===== config.mk =====
export PLATFORM = sky130hd
export DESIGN_NAME = stream_arbiter
export DESIGN_NICKNAME = d
export VERILOG_FILES = /design/src/rtl/stream_arbiter.sv
export SDC_FILE = /design/constraint.sdc
export NUM_CORES = 1
export LEC_CHECK = 0
export CORE_UTILIZATION = 41
export CTS_BUF_LIST = sky130_fd_sc_hd__clkbuf_4 sky130_fd_sc_hd__clkbuf_8
export DETAILED_ROUTE_END_ITERATION = 10
export PLACE_DENSITY = 0.91
export SLEW_MARGIN = 20
export SYNTH_ARGS = -nofsm -noshare
export SYNTH_HDL_FRONTEND = slang
export SYNTH_HIERARCHICAL = 1
export SYNTH_SLANG_ARGS = --single-unit

===== constraint.sdc =====
create_clock -name clk -period 4 [get_ports clk]
set_input_delay 0.8 -clock clk [delete_from_list [all_inputs] [get_ports clk]]
set_output_delay 0.8 -clock clk [all_outputs]
set_load 0.03 [all_outputs]

===== src/rtl/stream_arbiter.sv =====
// stream_arbiter: NUM-way packet-aware round-robin arbiter feeding one
// valid/ready stream (shared fifo write side). Grant, data mux and in_ready
// are combinational; only state, owner and rr_ptr are registered.
// Optional feature: define STREAM_ARBITER_LOCK_EN to hold the grant for a
// whole packet (until in_last). Without it every transferred beat
// re-arbitrates, and only a stalled beat holds the grant.

// Per-requester slice: decodes "am I granted", produces in_ready and this
// requester's contribution to the AND-OR output data mux.
module stream_arbiter_lane #(
  parameter int WIDTH = 8,
  parameter int IDW   = 2,
  parameter int IDX   = 0
) (
  input  logic [IDW-1:0]   grant,
  input  logic             active,
  input  logic             out_ready,
  input  logic [WIDTH-1:0] data,
  output logic             ready,
  output logic [WIDTH-1:0] data_sel
);
  logic sel;

  assign sel      = (grant == IDW'(IDX));
  assign ready    = active & sel & out_ready;
  assign data_sel = sel ? data : '0;
endmodule

module stream_arbiter #(
  parameter int NUM   = 4,
  parameter int WIDTH = 8
) (
  input  logic                      clk,
  input  logic                      rst,
  input  logic [NUM-1:0]            in_valid,
  output logic [NUM-1:0]            in_ready,
  input  logic [NUM*WIDTH-1:0]      in_data,
  input  logic [NUM-1:0]            in_last,
  output logic                      out_valid,
  input  logic                      out_ready,
  output logic [WIDTH-1:0]          out_data,
  output logic                      out_last,
  output logic [$clog2(NUM)-1:0]    out_id
);
  localparam int IDW = $clog2(NUM);

  typedef enum logic {IDLE, LOCKED} state_t;

  state_t                     state;
  logic [IDW-1:0]             rr_ptr;
  logic [IDW-1:0]             owner;
  logic [IDW-1:0]             scan_grant;
  logic                       scan_hit;
  logic [IDW:0]               idx_sum;
  logic [IDW-1:0]             grant;
  logic                       active;
  logic                       xfer;
  logic                       eff_last;
  logic [NUM-1:0][WIDTH-1:0]  lane_data;
  logic [NUM:0][WIDTH-1:0]    data_or;

  // Wrapping increment that also works when NUM is not a power of two.
  function automatic logic [IDW-1:0] ptr_inc(input logic [IDW-1:0] p);
    return (p == IDW'(NUM-1)) ? '0 : p + 1'b1;
  endfunction

  // Cyclic priority scan starting at rr_ptr; scanning from the far end
  // backwards lets the requester closest to rr_ptr win the last write.
  always_comb begin
    scan_grant = rr_ptr;
    scan_hit   = 1'b0;
    idx_sum    = '0;
    for (int k = NUM-1; k >= 0; k--) begin
      idx_sum = {1'b0, rr_ptr} + (IDW+1)'(k);
      if (idx_sum >= (IDW+1)'(NUM)) idx_sum = idx_sum - (IDW+1)'(NUM);
      if (in_valid[idx_sum[IDW-1:0]]) begin
        scan_grant = idx_sum[IDW-1:0];
        scan_hit   = 1'b1;
      end
    end
  end

  // A locked owner keeps the grant through bubbles; an idle arbiter with no
  // requests parks on rr_ptr and drives no in_ready.
  assign grant     = (state == LOCKED) ? owner : scan_grant;
  assign active    = !rst && ((state == LOCKED) || scan_hit);
  assign out_valid = !rst && in_valid[grant];
  assign out_last  = in_last[grant];
  assign out_id    = grant;
  assign xfer      = out_valid & out_ready;

`ifdef STREAM_ARBITER_LOCK_EN
  assign eff_last = out_last;
`else
  assign eff_last = 1'b1;
`endif

  assign data_or[0] = '0;

  for (genvar i = 0; i < NUM; i++) begin : g_lane
    stream_arbiter_lane #(
      .WIDTH (WIDTH),
      .IDW   (IDW),
      .IDX   (i)
    ) u_lane (
      .grant     (grant),
      .active    (active),
      .out_ready (out_ready),
      .data      (in_data[i*WIDTH +: WIDTH]),
      .ready     (in_ready[i]),
      .data_sel  (lane_data[i])
    );
    assign data_or[i+1] = data_or[i] | lane_data[i];
  end

  assign out_data = data_or[NUM];

  // Lock/unlock FSM: a finished packet advances rr_ptr past its sender; any
  // offered beat that is not a finished packet pins the grant to its sender.
  always_ff @(posedge clk) begin
    if (rst) begin
      state  <= IDLE;
      rr_ptr <= '0;
      owner  <= '0;
    end else begin
      case (state)
        IDLE: begin
          if (out_valid) begin
            if (xfer && eff_last) begin
              rr_ptr <= ptr_inc(grant);
            end else begin
              state <= LOCKED;
              owner <= grant;
            end
          end
        end
        LOCKED: begin
          if (xfer && eff_last) begin
            state  <= IDLE;
            rr_ptr <= ptr_inc(owner);
          end
        end
        default: state <= IDLE;
      endcase
    end
  end
endmodule


==> flow_summary_export.csv, run 1 <==
group,metric,value,unit
power,power.density,231,mW/mm^2
die,io_pins,59,
hold_path,min_path_cells,2,
timing,finalSetupTns,0,ns
finish,syn2layout_area_growth,56.2,%
routing,ant_nets,0,
power,p_int,0.249,mW
power,leakagePower,0.865,nW
clock_network,cts_made_buffers,3,
power,power_switching_share,39.9,%
synth,synth_nets,183,
finish,antenna_cells,0,
hold_path,hold_start,"owner[1]",
finish,final_util,70.0,%
power,sequentialPowerShare,14.5,%
worst_setup_path,end_kind,"primary output",
timing,hold_viol,0,
clock_network,clock_path_buffers,2,
synth,synth_area_leaders,"and3b_2, dfxtp_1, and3_2",
synth,ys.flop_type,"dfxtp_1",
finish,nets,249,
die,die_height,55.0,um
timing,finalSetupViolCount,0,
placement,dp_hpwl,2.71,mm
job,max_cap_viol_count,0,
timing,slew_headroom,72.2,%
worst_setup_path,cp.required,3.20,ns
synth,synth_top_area_share,13.9,%
routing,avgRoutedWirePerCell,14.7,um
hold_path,hold_end,"owner[1]",
timing,slew_violations,0,
synth,netlist_instances,138,
power,switching_power,0.165,mW
die,core_region_area,0.00257,mm^2
clock_network,cts_tree,"done",
die,dieWidth,55.0,um
placement,place_congestion,0.943,
hold_path,hold_path.class,"reg2reg",
clock_network,cts_hold_buf,0,
worst_setup_path,timing.rr.end,"rr_ptr[0]",
synth,ys_types,48,
clock_network,htree_levels,1,
power,pwr-share-comb,69.8,%
finish,drive_gt1_share,39.9,%
worst_setup_path,cp-start-kind,"input port",
timing,max_clock_freq,257,MHz
synth,syn_area,0.00115,mm^2
die,rows,18,
timing,timing.final.crit_period,3.89,ns
synth,synth_edf_count,0,
finish,final_area,0.00180,mm^2
power,ir_drop,0.245,mV
run_status,outcome,"finished, final reports clean",
routing,drc,0,
clock_network,clockRootBuffer,"clkbuf_4",
worst_setup_path,arrival,3.09,ns
synth,async_reset_ff_share,0,%
synth,synth-seq-area-share,8.70,%
clock_network,clk_transition_reported_paths,0.05,ns
worst_setup_path,rrSetupSlack,1.61,ns
worst_setup_path,critical_path_class,"in2out",
global_routing,grt_pass1_wl,4.80,mm
routing,drt-pass1-iter-count,4,
die,start_util,44.8,%
global_routing,antenna_found_initial,0,
routing,first_iter_violations,28,
timing,min_period_over_period,97.3,%
power,p_total,0.415,mW
synth,synth_warnings,6,
die,die_area,0.00302,mm^2
clock_network,postCtsSetupRepairBufs,0,
synth,avgSynthCellArea,8.34,um^2
routing,vias_per_cell,5.61,
worst_setup_path,critical_path_peak_fanout,22,
placement,dpl_cell_area,0.00177,mm^2
global_routing,grtUsageTotal,21.8,%
clock_network,clock_sinks,5,
clock_network,clock_latency,0.24,ns
global_routing,grt_max_degree,33,
routing,wirelength,3.43,mm
synth,ys_ff_latch,5,
global_routing,grt_pass1_vias,1200,
timing,worstMarginPinSlew,0.416,ns
placement,portBuffers,58,
routing,num_vias,1306,
power,pwr-share-clk,15.7,%
synth,synth_area_leader_cell,"and3b_2",
global_routing,grt.overflow.total,0,
worst_setup_path,worst_r2r_path_depth,9,
timing,finalClockSkew,0.00556,ns
timing,rsz0062_at_grt,"false",
-- synthesized netlist by cell type, drive strengths merged, types with 5 or more instances --
| library cell | n |
|---|---|
| nand2 | 5 |
| and3b | 18 |
| or4 | 9 |
| nor2 | 8 |
| nor3b | 8 |
| a21oi | 6 |
| dfxtp | 5 |
| mux2 | 5 |
| o21ai | 6 |
| inv | 7 |
| and3 | 10 |
| buf | 14 |
-- how the worst max path moves through the flow --
stage	to	cells after the start	from	slack, ns
6_report	out_data[1]	9	in_valid[0]	0.11
5_1_grt	out_data[3]	10	in_valid[0]	0.007
4_1_cts	out_data[1]	10	in_valid[2]	0.07
3_5_place_dp	out_data[3]	10	in_valid[3]	-0.54
3_3_place_gp	out_data[0]	10	in_valid[3]	-0.50
2_1_floorplan	out_data[0]	10	in_valid[3]	0.09
-- power groups by stage --
stage	Combinational, mW	Sequential, mW	Clock, mW
finish	0.289	0.0601	0.0651
floorplan	0.189	0.0563	0
CTS	0.275	0.0600	0.0670
global placement	0.281	0.0603	0
global route	0.310	0.0605	0.0701
detailed placement	0.289	0.0607	0
-- layout by cell type, fill, tap and decap left out, types with 2 or more instances in the layout --
| master | instances |
|---|---|
| nor2_1 | 8 |
| a21oi_1 | 5 |
| ha_1 | 2 |
| a21o_1 | 2 |
| clkdlybuf4s50_1 | 40 |
| and4b_1 | 2 |
| or3_1 | 2 |
| nor3b_1 | 8 |
| and3b_2 | 16 |
| and2b_2 | 2 |
| o21ai_1 | 2 |
| buf_6 | 4 |
| dfxtp_1 | 5 |
| and3b_1 | 2 |
| or4_1 | 8 |
| buf_4 | 25 |
| clkbuf_4 | 4 |
| inv_1 | 6 |
| mux2_2 | 4 |
| and3_2 | 9 |
| o21ai_0 | 3 |
| nand2_1 | 5 |
| buf_2 | 3 |
| mux2i_1 | 3 |
| nor2b_1 | 2 |
| buf_12 | 2 |
-- final cells by class --
class	instances	area [um^2]
clock buffers	4	30.0
repair buffers	76	709
multi-input cells	111	895
inverters	7	26.3
fillers	207	769
flip-flops and latches	5	100
well taps	30	37.5
-- worst max-delay path, cell delays in order --
cell and delay, ns:
clkdlybuf4s50_1 0.45, and3b_1 0.21, a2111oi_4 0.37, a21oi_2 0.12, inv_2 0.09, buf_12 0.14
and3b_2 0.20, or4_1 0.52, buf_4 0.18
-- metal layers --
metal,up-vias,wire (um),track usage (%)
li1,642,-,-
met1,593,1290,21.0
met2,63,1740,43.8
met3,8,345,6.01
met4,0,64,6.67
met5,-,0,0
-- logic make-up (layout without fill, tap and decap cells) --
| group | after synthesis | after routing | synth area share, % |
|---|---|---|---|
| adder cells (fa/ha/maj) | 3 | 3 | 3.04 |
| buffers and inverters | 22 | 87 | 14.3 |
| AND/OR/NAND/NOR | 76 | 76 | 50.1 |
| flip-flops | 5 | 5 | 8.70 |
| multiplexers | 8 | 8 | 7.83 |
| AO/OA/AOI/OAI | 24 | 24 | 16.0 |
-- repair_timing --
action | 4_1_cts | 5_1_grt
resized for setup | 46 | 17
endpoints found under the setup margin | 8 | 7
hold endpoints to repair | 0 | 0
-- metrics by stage --
stage	hold WS [ns]	worst slack [ns]	cells
detailed placement	0.506	-0.538	229
CTS	0.512	0.0665	233
global route	0.553	0.00692	233
finish	0.512	0.110	233
global placement	0.504	-0.499	229
floorplan	0.475	0.0880	138
Power figures use the tool's default switching activity.
==> run 2: changes to the inputs <==
--- a/config.mk
+++ b/config.mk
@@ -5,11 +5,13 @@
 export SDC_FILE = /design/constraint.sdc
 export NUM_CORES = 1
 export LEC_CHECK = 0
-export CORE_UTILIZATION = 41
+export CORE_MARGIN = 2
+export CORE_UTILIZATION = 60
 export CTS_BUF_LIST = sky130_fd_sc_hd__clkbuf_4 sky130_fd_sc_hd__clkbuf_8
 export DETAILED_ROUTE_END_ITERATION = 10
-export PLACE_DENSITY = 0.91
-export SLEW_MARGIN = 20
+export DONT_BUFFER_PORTS = 1
+export PLACE_DENSITY = 0.85
+export SLEW_MARGIN = 10
 export SYNTH_ARGS = -nofsm -noshare
 export SYNTH_HDL_FRONTEND = slang
 export SYNTH_HIERARCHICAL = 1
==> run 2 against run 1 <==
Wire length shrank 28%. Register-to-register slack lost 0.04 ns. Via count is 23% lower. Core utilization shrank 3.1 points. Flip-flop and latch count unchanged. Die area fell by 24%. Clock skew decreased by 0.0054 ns. First-iteration DRC count down 29%. Sequential share of layout area up 2.9 points. Final cell count down 30%. Critical endpoint unchanged.
==> flow_summary_export.csv, run 2 (synthesized netlist as in run 1, its figures left out) <==
group,metric,value,unit
finish,layout_common_cells,"and3b_2, or4_1, and3_2, buf_4",
clock_network,clock_sinks,5,
worst_setup_path,end_kind,"primary output",
worst_setup_path,timing.rr.end,"rr_ptr[1]",
clock_network,postCtsSetupRepairBufs,0,
timing,max_clock_freq,273,MHz
finish,final_area,0.00118,mm^2
die,die_area,0.00228,mm^2
finish,syn2layout_area_growth,2.61,%
clock_network,clock_path_buffers,2,
clock_network,cts_made_buffers,3,
placement,portBuffers,0,
timing,finalSetupTns,0,ns
hold_path,hold_path.class,"reg2reg",
clock_network,cts_tree,"done",
power,leakagePower,0.573,nW
die,io_pins,59,
timing,rsz0062_at_grt,"false",
worst_setup_path,rrSetupSlack,1.57,ns
timing,hold_viol,0,
worst_setup_path,cp.required,3.20,ns
worst_setup_path,cp-endpoint,"out_data[1]",
finish,n_fill_cell,165,
finish,drive_gt1_share,39.1,%
global_routing,grtUsageTotal,20.5,%
routing,drc,0,
routing,avgRoutedWirePerCell,15.2,um
routing,first_iter_violations,20,
clock_network,cts_hold_buf,0,
placement,dpl_cell_area,0.00115,mm^2
routing,met2_length,1.20,mm
finish,stdcell_count,163,
finish,nets,184,
worst_setup_path,rr_startpoint,"rr_ptr[1]",
run_status,outcome,"finished, final reports clean",
power,ir_drop,0.217,mV
finish,mostFrequentLayoutCell,"and3b_2",
global_routing,grt_pass1_wl,3.33,mm
die,dieWidth,47.8,um
clock_network,cts_resized,0,
routing,num_vias,1006,
timing,finalSetupViolCount,0,
die,core_region_area,0.00176,mm^2
global_routing,grt.overflow.total,0,
clock_network,clk_transition_reported_paths,0.04,ns
placement,place_congestion,0.879,
worst_setup_path,arrival,2.87,ns
placement,dp_cells,159,
timing,min_period_over_period,91.7,%
timing,slew_headroom,62.1,%
clock_network,htree_levels,1,
die,die_height,47.8,um
worst_setup_path,critical_path_peak_fanout,38,
die,start_util,65.2,%
global_routing,grt_pass1_vias,817,
job,max_cap_viol_count,0,
routing,wirelength,2.48,mm
routing,vias_per_cell,6.17,
worst_setup_path,worst_r2r_path_depth,10,
routing,drt-pass1-iter-count,4,
timing,slew_violations,0,
timing,worstMarginPinSlew,0.566,ns
worst_setup_path,critical_path_class,"in2out",
global_routing,grt_max_degree,39,
clock_network,clockRootBuffer,"clkbuf_4",
routing,ant_nets,0,
worst_setup_path,cp-start-kind,"input port",
placement,dp_hpwl,1.92,mm
routing,dr_wl_met3,173,um
timing,timing.final.crit_period,3.67,ns
power,power.density,280,mW/mm^2
timing,finalClockSkew,0.000197,ns
clock_network,clock_latency,0.24,ns
global_routing,antenna_found_initial,0,
finish,antenna_cells,0,
routing,wl_met1,1.08,mm
die,rows,15,
routing,top_layer,"met4",
worst_setup_path,cp-startpoint,"in_valid[3]",
hold_path,hold_start,"owner[1]",
-- run 2: metal layers --
layer  track usage [%]  vias up
met5                 0        -
met4              9.19        0
met3              5.66        4
met2              33.9       40
met1              24.6      447
li1                  -      515
-- run 2: worst min-delay path by stage --
stage                to  slack (ns)  cells after the start
2_1_floorplan  owner[1]        0.47                      2
3_3_place_gp   owner[1]        0.51                      2
3_5_place_dp   owner[1]        0.53                      2
4_1_cts        owner[1]        0.54                      2
5_1_grt        owner[1]        0.57                      2
6_report       owner[1]        0.55                      2
-- run 2: report_power, final --
group	leakage (nW)	switching, mW	internal, mW
sequential	0.0409	0.00599	0.0534
clock	0.0184	0.0222	0.0446
combinational	0.513	0.116	0.0882
-- run 2: worst max-delay path: stages --
cell and delay, ns:
and2b_2 0.19, o21ai_0 0.29, nand4_1 0.16, and2_1 0.23, inv_1 0.11, buf_12 0.20, and3b_2 0.22, or4_1 0.47
buf_4 0.18
-- run 2: per-stage QoR --
step                      hold slack, ns  setup slack (ns)  power (mW)  utilization (%)
after floorplan                    0.475            0.0880       0.245                -
after global placement             0.509             0.397       0.258             65.2
after detailed placement           0.528             0.354       0.264             65.2
after CTS                          0.537             0.341       0.332             67.0
after global routing               0.568             0.128       0.351             67.0
final                              0.546             0.330       0.330             67.0
-- run 2: final cells by class --
| cell class | instances | area, um^2 | share of cell area, % |
|---|---|---|---|
| flip-flops and latches | 5 | 100 | 8.47 |
| multi-input cells | 111 | 886 | 75.0 |
| well taps | 25 | 31.3 | 2.65 |
| inverters | 7 | 26.3 | 2.22 |
| clock buffers | 4 | 30.0 | 2.54 |
| repair buffers | 11 | 108 | 9.11 |
